--- config.mk ---
export PLATFORM = sky130hd
export DESIGN_NAME = load_rx
export DESIGN_NICKNAME = d
export VERILOG_FILES = /design/src/rtl/tp_pkg.sv /design/src/rtl/sipo_shift.sv /design/src/rtl/load_rx.sv
export SDC_FILE = /design/constraint.sdc
export NUM_CORES = 1
export LEC_CHECK = 0
export BUFFER_PORTS_ARGS = -buffer_cell sky130_fd_sc_hd__buf_2
export CAP_MARGIN = 20
export CELL_PAD_IN_SITES_DETAIL_PLACEMENT = 1
export CELL_PAD_IN_SITES_GLOBAL_PLACEMENT = 1
export CORE_ASPECT_RATIO = 0.75
export CORE_MARGIN = 2
export CORE_UTILIZATION = 46
export CTS_CLUSTER_DIAMETER = 80
export DETAILED_ROUTE_END_ITERATION = 8
export GPL_TIMING_DRIVEN = 0
export PLACE_DENSITY = 0.82
export SYNTH_ARGS = -nofsm -noshare
export SYNTH_HDL_FRONTEND = slang
export SYNTH_SLANG_ARGS = --single-unit
--- constraint.sdc ---
create_clock -name clk -period 2.05 [get_ports clk]
set_input_delay 0.1025 -clock clk [delete_from_list [all_inputs] [get_ports clk]]
set_output_delay 0.1025 -clock clk [all_outputs]
set_load 0.005 [all_outputs]
--- src/rtl/tp_pkg.sv ---
// Shared link definitions for the serial memory loader.
// Holds the link mode encoding and the frame field widths. The upstream
// loader imports the same package, so both ends agree on the frame layout.
package tp_pkg;

    typedef enum logic [1:0] {
        MODE_IDLE = 2'b00,
        MODE_IMEM = 2'b01,
        MODE_DMEM = 2'b10,
        MODE_RUN  = 2'b11
    } mode_t;

    // Frame payload: address LSBs first, then the data byte.
    localparam int ADDR_W     = 4;
    localparam int DATA_W     = 8;
    localparam int FRAME_BITS = ADDR_W + DATA_W;

endpackage

--- src/rtl/sipo_shift.sv ---
// Serial-in/parallel-out frame register with a bit counter.
// Bits enter at the MSB end and shift right, so after WIDTH shifts the
// first bit received sits in bit 0.
//   clk, rst_n : clock and active-low async reset
//   i_clr      : clear register and counter (start of a frame)
//   i_en       : take i_din and advance the counter
//   i_din      : serial data
//   o_data     : parallel register contents
//   o_cnt      : number of bits taken since the last clear
module sipo_shift #(
    parameter int WIDTH = 12,
    parameter int CNT_W = 4
) (
    input  logic             clk,
    input  logic             rst_n,
    input  logic             i_clr,
    input  logic             i_en,
    input  logic             i_din,
    output logic [WIDTH-1:0] o_data,
    output logic [CNT_W-1:0] o_cnt
);

    logic [WIDTH-1:0] r_sr;
    logic [CNT_W-1:0] r_cnt;

    always_ff @(posedge clk or negedge rst_n) begin
        if (!rst_n) begin
            r_sr  <= '0;
            r_cnt <= '0;
        end else if (i_clr) begin
            r_sr  <= '0;
            r_cnt <= '0;
        end else if (i_en) begin
            r_sr  <= {i_din, r_sr[WIDTH-1:1]};
            r_cnt <= r_cnt + 1'b1;
        end
    end

    assign o_data = r_sr;
    assign o_cnt  = r_cnt;

endmodule

--- src/rtl/load_rx.sv ---
// Serial memory loader receiver.
// Receives address/data frames on mosi_in (LSB first) and issues one
// registered write strobe per good frame to the imem or dmem bank; also
// gates the core execute enable in run mode.
//   clk, rst_n : clock, async active-low reset (release synchronised)
//   mosi_in    : serial frame data
//   mode_in    : 00 idle, 01 imem load, 10 dmem load, 11 run
//   wr_en      : one-cycle write strobe
//   wr_sel     : 0 imem, 1 dmem
//   wr_addr    : write address (held between strobes)
//   wr_data    : write data (held between strobes)
//   run_out    : core execute enable
//   bank_full  : pulses with the write to the last bank address
//   frame_err  : sticky framing/sequence error, cleared only by reset
//
// state  | meaning
// IDLE   | waiting for a load or run mode
// PRE    | preamble cycle of the link, no bit taken
// SHIFT  | collecting frame bits while mode matches the latched mode
// COMMIT | write strobe cycle
// RUN    | core enabled while mode stays 11
module load_rx
    import tp_pkg::*;
#(
    parameter int FRAME_BITS = tp_pkg::FRAME_BITS,
    parameter int NWORDS     = 16
) (
    input  logic              clk,
    input  logic              rst_n,
    input  logic              mosi_in,
    input  logic [1:0]        mode_in,
    output logic              wr_en,
    output logic              wr_sel,
    output logic [ADDR_W-1:0] wr_addr,
    output logic [DATA_W-1:0] wr_data,
    output logic              run_out,
    output logic              bank_full,
    output logic              frame_err
);

    localparam int CNT_W = $clog2(FRAME_BITS + 1);
    localparam logic [CNT_W-1:0]  FULL_CNT  = CNT_W'(FRAME_BITS);
    localparam logic [ADDR_W-1:0] LAST_ADDR = ADDR_W'(NWORDS - 1);

    localparam logic [2:0] ST_IDLE   = 3'd0;
    localparam logic [2:0] ST_PRE    = 3'd1;
    localparam logic [2:0] ST_SHIFT  = 3'd2;
    localparam logic [2:0] ST_COMMIT = 3'd3;
    localparam logic [2:0] ST_RUN    = 3'd4;

    logic [1:0]            r_rst_sync;
    logic                  w_rst_n;
    logic [2:0]            r_state;
    logic [2:0]            w_next;
    mode_t                 r_cur_mode;
    logic                  r_ovr;
    logic [ADDR_W-1:0]     r_exp_imem;
    logic [ADDR_W-1:0]     r_exp_dmem;
    logic [1:0]            r_seq_vld;
    logic                  r_wr_en;
    logic                  r_wr_sel;
    logic [ADDR_W-1:0]     r_wr_addr;
    logic [DATA_W-1:0]     r_wr_data;
    logic                  r_run;
    logic                  r_bank_full;
    logic                  r_frame_err;

    logic                  w_clr;
    logic                  w_shift;
    logic                  w_commit;
    logic                  w_err;
    logic                  w_ovr_set;
    logic [FRAME_BITS-1:0] w_sr;
    logic [CNT_W-1:0]      w_cnt;
    logic [ADDR_W-1:0]     w_addr;
    logic [DATA_W-1:0]     w_data;
    logic                  w_sel;
    logic [ADDR_W-1:0]     w_exp;
    logic                  w_seq_err;
    logic [ADDR_W-1:0]     w_exp_next;

    // Assertion reaches every flop at once; release is seen two edges later.
    always_ff @(posedge clk or negedge rst_n) begin
        if (!rst_n) r_rst_sync <= 2'b00;
        else        r_rst_sync <= {r_rst_sync[0], 1'b1};
    end
    assign w_rst_n = r_rst_sync[1];

    sipo_shift #(.WIDTH(FRAME_BITS), .CNT_W(CNT_W)) u_sipo (
        .clk    (clk),
        .rst_n  (w_rst_n),
        .i_clr  (w_clr),
        .i_en   (w_shift),
        .i_din  (mosi_in),
        .o_data (w_sr),
        .o_cnt  (w_cnt)
    );

    always_comb begin
        w_next    = r_state;
        w_clr     = 1'b0;
        w_shift   = 1'b0;
        w_commit  = 1'b0;
        w_err     = 1'b0;
        w_ovr_set = 1'b0;
        case (r_state)
            ST_IDLE, ST_RUN: begin
                if (mode_in == MODE_IMEM || mode_in == MODE_DMEM) begin
                    w_next = ST_PRE;
                    w_clr  = 1'b1;
                end else if (mode_in == MODE_RUN) begin
                    w_next = ST_RUN;
                end else begin
                    w_next = ST_IDLE;
                end
            end
            ST_PRE: w_next = ST_SHIFT;
            ST_SHIFT: begin
                if (mode_in == MODE_IDLE) begin
                    if (!r_ovr && w_cnt == FULL_CNT) begin
                        w_next   = ST_COMMIT;
                        w_commit = 1'b1;
                    end else begin
                        // An overrun frame was already flagged when it overran.
                        w_next = ST_IDLE;
                        w_err  = !r_ovr;
                    end
                end else if (mode_in != r_cur_mode) begin
                    w_next = ST_IDLE;
                    w_err  = 1'b1;
                end else if (!r_ovr) begin
                    if (w_cnt == FULL_CNT) begin
                        w_err     = 1'b1;
                        w_ovr_set = 1'b1;
                    end else begin
                        w_shift = 1'b1;
                    end
                end
            end
            ST_COMMIT: w_next = ST_IDLE;
            default:   w_next = ST_IDLE;
        endcase
    end

    assign w_addr = w_sr[ADDR_W-1:0];
    assign w_data = w_sr[ADDR_W +: DATA_W];
    assign w_sel  = (r_cur_mode == MODE_DMEM);
    assign w_exp  = w_sel ? r_exp_dmem : r_exp_imem;
    // The sequence check arms after the first commit to a bank, so a load
    // may begin at any address after reset.
    assign w_seq_err  = r_seq_vld[w_sel] && (w_addr != w_exp);
    assign w_exp_next = (w_addr == LAST_ADDR) ? '0 : w_addr + 1'b1;

    always_ff @(posedge clk or negedge w_rst_n) begin
        if (!w_rst_n) begin
            r_state     <= ST_IDLE;
            r_cur_mode  <= MODE_IDLE;
            r_ovr       <= 1'b0;
            r_exp_imem  <= '0;
            r_exp_dmem  <= '0;
            r_seq_vld   <= 2'b00;
            r_wr_en     <= 1'b0;
            r_wr_sel    <= 1'b0;
            r_wr_addr   <= '0;
            r_wr_data   <= '0;
            r_run       <= 1'b0;
            r_bank_full <= 1'b0;
            r_frame_err <= 1'b0;
        end else begin
            r_state <= w_next;
            r_run   <= (w_next == ST_RUN);
            if (w_clr) begin
                r_cur_mode <= mode_t'(mode_in);
                r_ovr      <= 1'b0;
            end else if (w_ovr_set) begin
                r_ovr <= 1'b1;
            end
            r_wr_en     <= w_commit;
            r_bank_full <= w_commit && (w_addr == LAST_ADDR);
            if (w_commit) begin
                r_wr_sel  <= w_sel;
                r_wr_addr <= w_addr;
                r_wr_data <= w_data;
                r_seq_vld[w_sel] <= 1'b1;
                if (w_sel) r_exp_dmem <= w_exp_next;
                else       r_exp_imem <= w_exp_next;
            end
            if (w_err || (w_commit && w_seq_err)) r_frame_err <= 1'b1;
        end
    end

    assign wr_en     = r_wr_en;
    assign wr_sel    = r_wr_sel;
    assign wr_addr   = r_wr_addr;
    assign wr_data   = r_wr_data;
    assign run_out   = r_run;
    assign bank_full = r_bank_full;
    assign frame_err = r_frame_err;

endmodule
==> results.sh, run 1 <==
export IMPL_power_density_nw_per_um2=894.3
export IMPL_wl_mm=4.839
export IMPL_rrSetupSlack_ns=0.12
export IMPL_synthFlopType="dfrtp_1"
export IMPL_place_congestion=0.7750
export IMPL_multi_input_area_um2=927.1
export IMPL_tightestPinTransition_ns=0.5311
export IMPL_layout_common_cells="48 x dfrtp_1, 32 x nand2_1, 25 x buf_2"
export IMPL_cts_tree="done"
export IMPL_cp_max_fo=5
export IMPL_setup_slack_ns=0.1198
export IMPL_hold_end="u_sipo.o_data[11]"
export IMPL_grt_pass1_wl_mm=8.300
export IMPL_grt_max_degree=37
export IMPL_grtUsageTotal_pct=19.39
export IMPL_place_area_um2=2496
export IMPL_synth_compound_area_share_pct=5.562
export IMPL_drive_gt1_share_pct=23.33
export IMPL_synthMuxAreaShare_pct=12.43
export IMPL_cts_setup_buffers=0
export IMPL_ir_worst_vdd_mv=0.4483
export IMPL_synth_fp_nets=220
export IMPL_startpoint_type="register"
export IMPL_min_path_type="input pin to register"
export IMPL_setup_viol=0
export IMPL_yosysWarnings=0
export IMPL_drc_errors=0
export IMPL_fin_crit_ns=1.930
export IMPL_fmax_ghz=0.5181
export IMPL_arrival_ns=2.12
export IMPL_ys_ff_latch=51
export IMPL_synth_fa_ha_area_share_pct=2.726
export IMPL_min_from="mosi_in"
export IMPL_r2r_end="r_exp_dmem[3]"
export IMPL_cts_num_sinks=51
export IMPL_finalCritPeriodShare_pct=94.16
export IMPL_pre_cts_slack_ns=0.05572
export IMPL_hpwl_mm=3.405
export IMPL_cts_root_buf="clkbuf_8"
export IMPL_synth_cells=210
export IMPL_port_buffers=21
export IMPL_fp_dieW_um=85.56
export IMPL_diodes=0
export IMPL_clk_latency_ns=0.30
export IMPL_r2r_cells=7
export IMPL_endpoint_kind="register"
export IMPL_worstPathRequired_ns=2.24
export IMPL_netlist_area_um2=2295
export IMPL_synth_top_area_cell="dfrtp_1"
export IMPL_cts_inserted_buffers=5
export IMPL_p_leak_nw=1.440
export IMPL_fillers=540
export IMPL_register_area_um2=1280
export IMPL_dieArea_um2=5575
export IMPL_firstDrtPassIters=4
export IMPL_nets=249
export IMPL_worstSetupPathType="register to register"
export IMPL_dieHeight_um=65.17
export IMPL_finalHoldViolations=0
export IMPL_ys_seq_area_share_pct=55.62
export IMPL_synth_area_per_cell_um2=10.93
export IMPL_initial_utilization_pct=47.37
export IMPL_ios=22
export IMPL_synth_top_family_by_area="simple AND/OR/NAND/NOR gates"
export IMPL_rows=22
export IMPL_synth_simple_area_share_pct=17.61
export IMPL_yosys_area_top_type_share_pct=55.62
export IMPL_wl_per_cell_um=16.13
export IMPL_yosys_top_cells_area="dfrtp_1 56%, mux2i_1 6.5%, nand2_1 5.2%, mux2_2 3.9%, nor2_1 3.4%"
export IMPL_synth_xor_area_share_pct=1.908
export IMPL_antenna_found_initial=0
export IMPL_vias=1564
export IMPL_ant_nets=0
export IMPL_finalMaxSlewViolations=0
export IMPL_syn_to_final_growth_pct=14.99
export IMPL_finalInstanceArea_um2=2639
export IMPL_drt_iter0_drc=50
export IMPL_clock_skew_ns=0.005200
export IMPL_ctsLongestPathBuffers=2
export IMPL_cts_clk_slew_worst_paths_ns=0.09
export IMPL_layout_cells_most_common="dfrtp_1"
export IMPL_status="complete, no violations"
export IMPL_synth_edf_count=0
export IMPL_grt_pass1_vias=1667
export IMPL_synth_cell_types=40
export IMPL_drv_cap=0
export IMPL_slew_headroom_pct=64.59
export IMPL_htreeDepth=2
export IMPL_r2r_start="r_state[0]"
export IMPL_whs_path_depth=3
export IMPL_fp_coreArea_um2=4845
export IMPL_vias_per_cell=5.213
export IMPL_async_reset_ff_share_pct=100.0
export IMPL_grt_setup_unrepaired="no"
export IMPL_grt_ovfl_total=0
-- per-layer routing --
layer  GRT usage (%)  vias to the layer above  wire length [µm]
li1                -                      753                 -
met1           26.22                      787              2361
met2           31.54                       17              2288
met3           3.769                        7               123
met4           6.746                        0                65
met5               0                        -                 0
-- cell usage after synthesis, drive strengths merged (2+ instances only) --
cell type	count
dfrtp	51
nand2	32
nor2	23
mux2i	15
mux2	12
o21ai	10
inv	9
buf	6
nand3	6
a21oi	5
clkbuf	5
ha	5
and2	3
nor2b	3
nor3b	3
xor2	3
or2	2
or3	2
xnor2	2
-- worst max path at each step --
stage	from	endpoint	slack, ns	depth (start not counted)
after floorplan	r_state[0]	r_exp_dmem[0]	0.30	7
after global placement	r_rst_sync[1]	r_exp_dmem[3]	-0.05	0
after detailed placement	mode_in[0]	u_sipo.o_data[7]	0.06	7
after CTS	r_state[1]	r_exp_dmem[3]	0.09	7
after global routing	u_sipo.o_cnt[0]	r_state[1]	0.0008	7
final	r_state[0]	r_exp_dmem[3]	0.12	7
-- where the power goes --
group          total [mW]  internal (mW)  switching [mW]
Sequential           1.13           1.07          0.0613
Clock               0.818          0.488           0.330
Combinational       0.414          0.170           0.244
Total                2.36           1.72           0.635
-- sequential cells by signal, indices dropped and copies added (netlist names), 2 cells and up --
name           flops
wr_addr            4
r_exp_imem         4
r_state            3
u_sipo.o_cnt       4
r_cur_mode         2
r_exp_dmem         4
r_rst_sync         2
wr_data            8
u_sipo.o_data     12
r_seq_vld          2
-- cells by family after synthesis --
group / Yosys count
AOI/OAI and AO/OA: 22
xor gates and xnor gates: 5
adders and majority gates: 5
buffers and inverters: 20
DFF: 51
muxes: 27
other: 1
and+or+nand+nor: 79
-- worst max-delay path, stage by stage (launching register included) --
cell and delay [ns]:
dfrtp_2 0.44, or3b_4 0.41, nor2_4 0.13, nand3_2 0.11
inv_2 0.12, and2_1 0.13, buf_4 0.14, mux2_1 0.32
-- through the flow --
step	total power [mW]	hold WS [ns]	setup TNS, ns	std cells	utilization, %
after floorplan	1.445	-0.1931	0	210	-
after global placement	1.530	-0.1123	-2.539	291	51.08
after detailed placement	1.555	-0.1100	0	292	51.52
after CTS	2.377	0.04568	0	301	54.47
after global routing	2.470	0.04475	0	300	54.47
final	2.360	0.05058	0	300	54.47
-- cell type report --
cell class                 instances  area share [%]
buffer                            10           2.086
clock inverter                     2           2.276
clock buffer                       6           2.750
multi-input combinational        139           35.14
tap                               60           2.845
inverter                           9           1.280
timing repair buffer              23           5.121
sequential                        51           48.51
-- timing repair --
action | 4_1_cts | 5_1_grt
gates resized for setup | 0 | 4
endpoints found under the setup margin | 0 | 15
hold endpoints to repair | 2 | 0
hold buffers | 1 | 0
No activity file was read; power rests on OpenSTA's default activity.
==> run 2, diff against run 1 <==
--- a/config.mk
+++ b/config.mk
@@ -6,11 +6,11 @@
 export NUM_CORES = 1
 export LEC_CHECK = 0
 export BUFFER_PORTS_ARGS = -buffer_cell sky130_fd_sc_hd__buf_2
-export CAP_MARGIN = 20
+export CAP_MARGIN = 0
 export CELL_PAD_IN_SITES_DETAIL_PLACEMENT = 1
 export CELL_PAD_IN_SITES_GLOBAL_PLACEMENT = 1
 export CORE_ASPECT_RATIO = 0.75
-export CORE_MARGIN = 2
+export CORE_MARGIN = 5
 export CORE_UTILIZATION = 46
 export CTS_CLUSTER_DIAMETER = 80
 export DETAILED_ROUTE_END_ITERATION = 8
==> run 2 against run 1 <==
Clock power decreased by 30%. Design area is 1.5% lower. Setup slack got worse by 0.0090 ns. Cell count rose by 0.33%. Core utilization down 1.1 points. Worst hold slack got worse by 0.019 ns.
==> results.sh, run 2 (same netlist as run 1, synthesis figures left out) <==
export IMPL_status="complete, no violations"
export IMPL_fmax_ghz=0.5157
export IMPL_cpLargestDelayFamily="simple AND/OR/NAND/NOR gates"
export IMPL_ir_worst_vdd_mv=0.3699
export IMPL_largest_register_ffs=12
export IMPL_grt_pass1_wl_mm=8.342
export IMPL_clk_latency_ns=0.31
export IMPL_cts_root_buf="clkbuf_8"
export IMPL_crit_start="r_state[1]"
export IMPL_drt_iter0_drc=48
export IMPL_finalMaxSlewViolations=0
export IMPL_grt_setup_unrepaired="no"
export IMPL_min_path_type="input pin to register"
export IMPL_dieArea_um2=6516
export IMPL_cpPeakStageDelay_ns=0.43
export IMPL_rows=22
export IMPL_dieHeight_um=71.17
export IMPL_endpoint_kind="register"
export IMPL_r2r_end="r_exp_dmem[2]"
export IMPL_drive_gt1_share_pct=23.24
export IMPL_hpwl_mm=3.366
export IMPL_firstDrtPassIters=4
export IMPL_fillers=550
export IMPL_rrSetupSlack_ns=0.11
export IMPL_place_area_um2=2496
export IMPL_layout_common_cells="50 x dfrtp_1, 32 x nand2_1, 25 x buf_2"
export IMPL_pre_cts_slack_ns=0.01467
export IMPL_fin_crit_ns=1.939
export IMPL_drc_errors=0
export IMPL_wl_mm=4.887
export IMPL_diodes=0
export IMPL_fp_dieW_um=91.56
export IMPL_p_leak_nw=1.423
export IMPL_finalCritPeriodShare_pct=94.60
export IMPL_fp_coreArea_um2=4872
export IMPL_whs_path_depth=3
export IMPL_finalInstanceArea_um2=2599
export IMPL_worstPathRequired_ns=2.24
export IMPL_r2r_cells=7
export IMPL_cts_clk_slew_worst_paths_ns=0.10
export IMPL_multi_input_area_um2=932.1
export IMPL_cts_num_sinks=51
export IMPL_drv_cap=0
export IMPL_ant_nets=0
export IMPL_power_density_nw_per_um2=815.5
export IMPL_cts_tree="done"
export IMPL_total_power_mw=2.119
export IMPL_initial_utilization_pct=47.10
export IMPL_vias_per_cell=5.262
export IMPL_layout_cells_most_common="dfrtp_1"
export IMPL_crit_chain="or3b_4 -> nor2_4 -> nand3_2 -> inv_2 -> and2_1 -> buf_4 -> mux2_1"
export IMPL_r2r_start="r_state[1]"
export IMPL_worstSetupPathType="register to register"
export IMPL_place_congestion=0.7814
export IMPL_cp_depth=7
export IMPL_ios=22
export IMPL_clock_skew_ns=0.01362
export IMPL_grtUsageTotal_pct=16.23
export IMPL_grt_pass1_vias=1716
export IMPL_worstSetupEndpoint="r_exp_dmem[2]"
export IMPL_port_buffers=21
export IMPL_grt_ovfl_total=0
export IMPL_cp_num_buf_inv=2
export IMPL_setup_slack_ns=0.1108
export IMPL_cts_inserted_buffers=5
export IMPL_syn_to_final_growth_pct=13.25
export IMPL_setup_viol=0
export IMPL_vias=1584
export IMPL_cp_max_fo=5
export IMPL_htreeDepth=2
export IMPL_finalHoldViolations=0
export IMPL_nets=250
export IMPL_wl_per_cell_um=16.24
export IMPL_antenna_found_initial=0
export IMPL_register_area_um2=1277
export IMPL_startpoint_type="register"
export IMPL_arrival_ns=2.13
export IMPL_ctsLongestPathBuffers=2
export IMPL_grt_max_degree=36
export IMPL_critPathSlowestCell="or3b_4"
==> run 2: cell count changes in the layout (fill, tap and decap cells not counted) <==
cell,delta
clkinv_2,+1
dfrtp_1,+2
clkinvlp_4,+1
clkbuf_2,+1
a211oi_1,-1
bufinv_16,-2
a211oi_2,+1
dfrtp_2,-2
==> run 2: how the worst min path moves through the flow <==
stage | startpoint | slack (ns) | end
6_report | mosi_in | 0.03 | u_sipo.o_data[11]
5_1_grt | mosi_in | 0.04 | u_sipo.o_data[11]
4_1_cts | mosi_in | 0.03 | u_sipo.o_data[11]
3_5_place_dp | rst_n | -0.11 | r_rst_sync[0]
3_3_place_gp | rst_n | -0.11 | r_rst_sync[0]
2_1_floorplan | rst_n | -0.19 | r_rst_sync[0]
==> run 2: area by class of cell <==
| type | count | area share (%) |
|---|---|---|
| Inverter | 9 | 1.300 |
| Multi-Input combinational cell | 139 | 35.87 |
| Timing Repair Buffer | 23 | 5.200 |
| Clock inverter | 2 | 0.4815 |
| Tap cell | 60 | 2.889 |
| Clock buffer | 6 | 2.792 |
| Sequential cell | 51 | 49.16 |
| Buffer | 11 | 2.311 |
==> run 2: per-layer routing <==
| layer | share of wire [%] | global-route usage [%] |
|---|---|---|
| met5 | 0 | 0 |
| met4 | 1.5 | 6.187 |
| met3 | 2.7 | 3.507 |
| met2 | 47 | 25.51 |
| met1 | 49 | 22.06 |
==> run 2: power breakdown <==
group	internal, mW	switching [mW]
Combinational	0.175	0.245
Sequential	1.06	0.0606
Clock	0.239	0.336
Total	1.48	0.642
==> run 2: tightest hold or removal path, cell delays in order <==
cell     delay [ns]
buf_2          0.08
mux2i_1        0.05
nor2_1         0.08
==> run 2: through the flow <==
step / TNS [ns] / util [%] / instances / hold slack [ns]
floorplan: 0 / - / 210 / -0.1931
finish: 0 / 53.34 / 301 / 0.03139
detailed placement: 0 / 51.23 / 292 / -0.1070
global route: 0 / 53.34 / 301 / 0.03741
global placement: -2.194 / 50.80 / 291 / -0.1118
CTS: 0 / 53.18 / 301 / 0.02945
==> run 2: timing repair <==
| action | in CTS | in global routing |
|---|---|---|
| gates resized for setup | 0 | 5 |
| setup endpoints to repair | 0 | 17 |
| setup buffers | 0 | 0 |
| hold buffers | 1 | 0 |
| hold endpoints to repair | 2 | 0 |
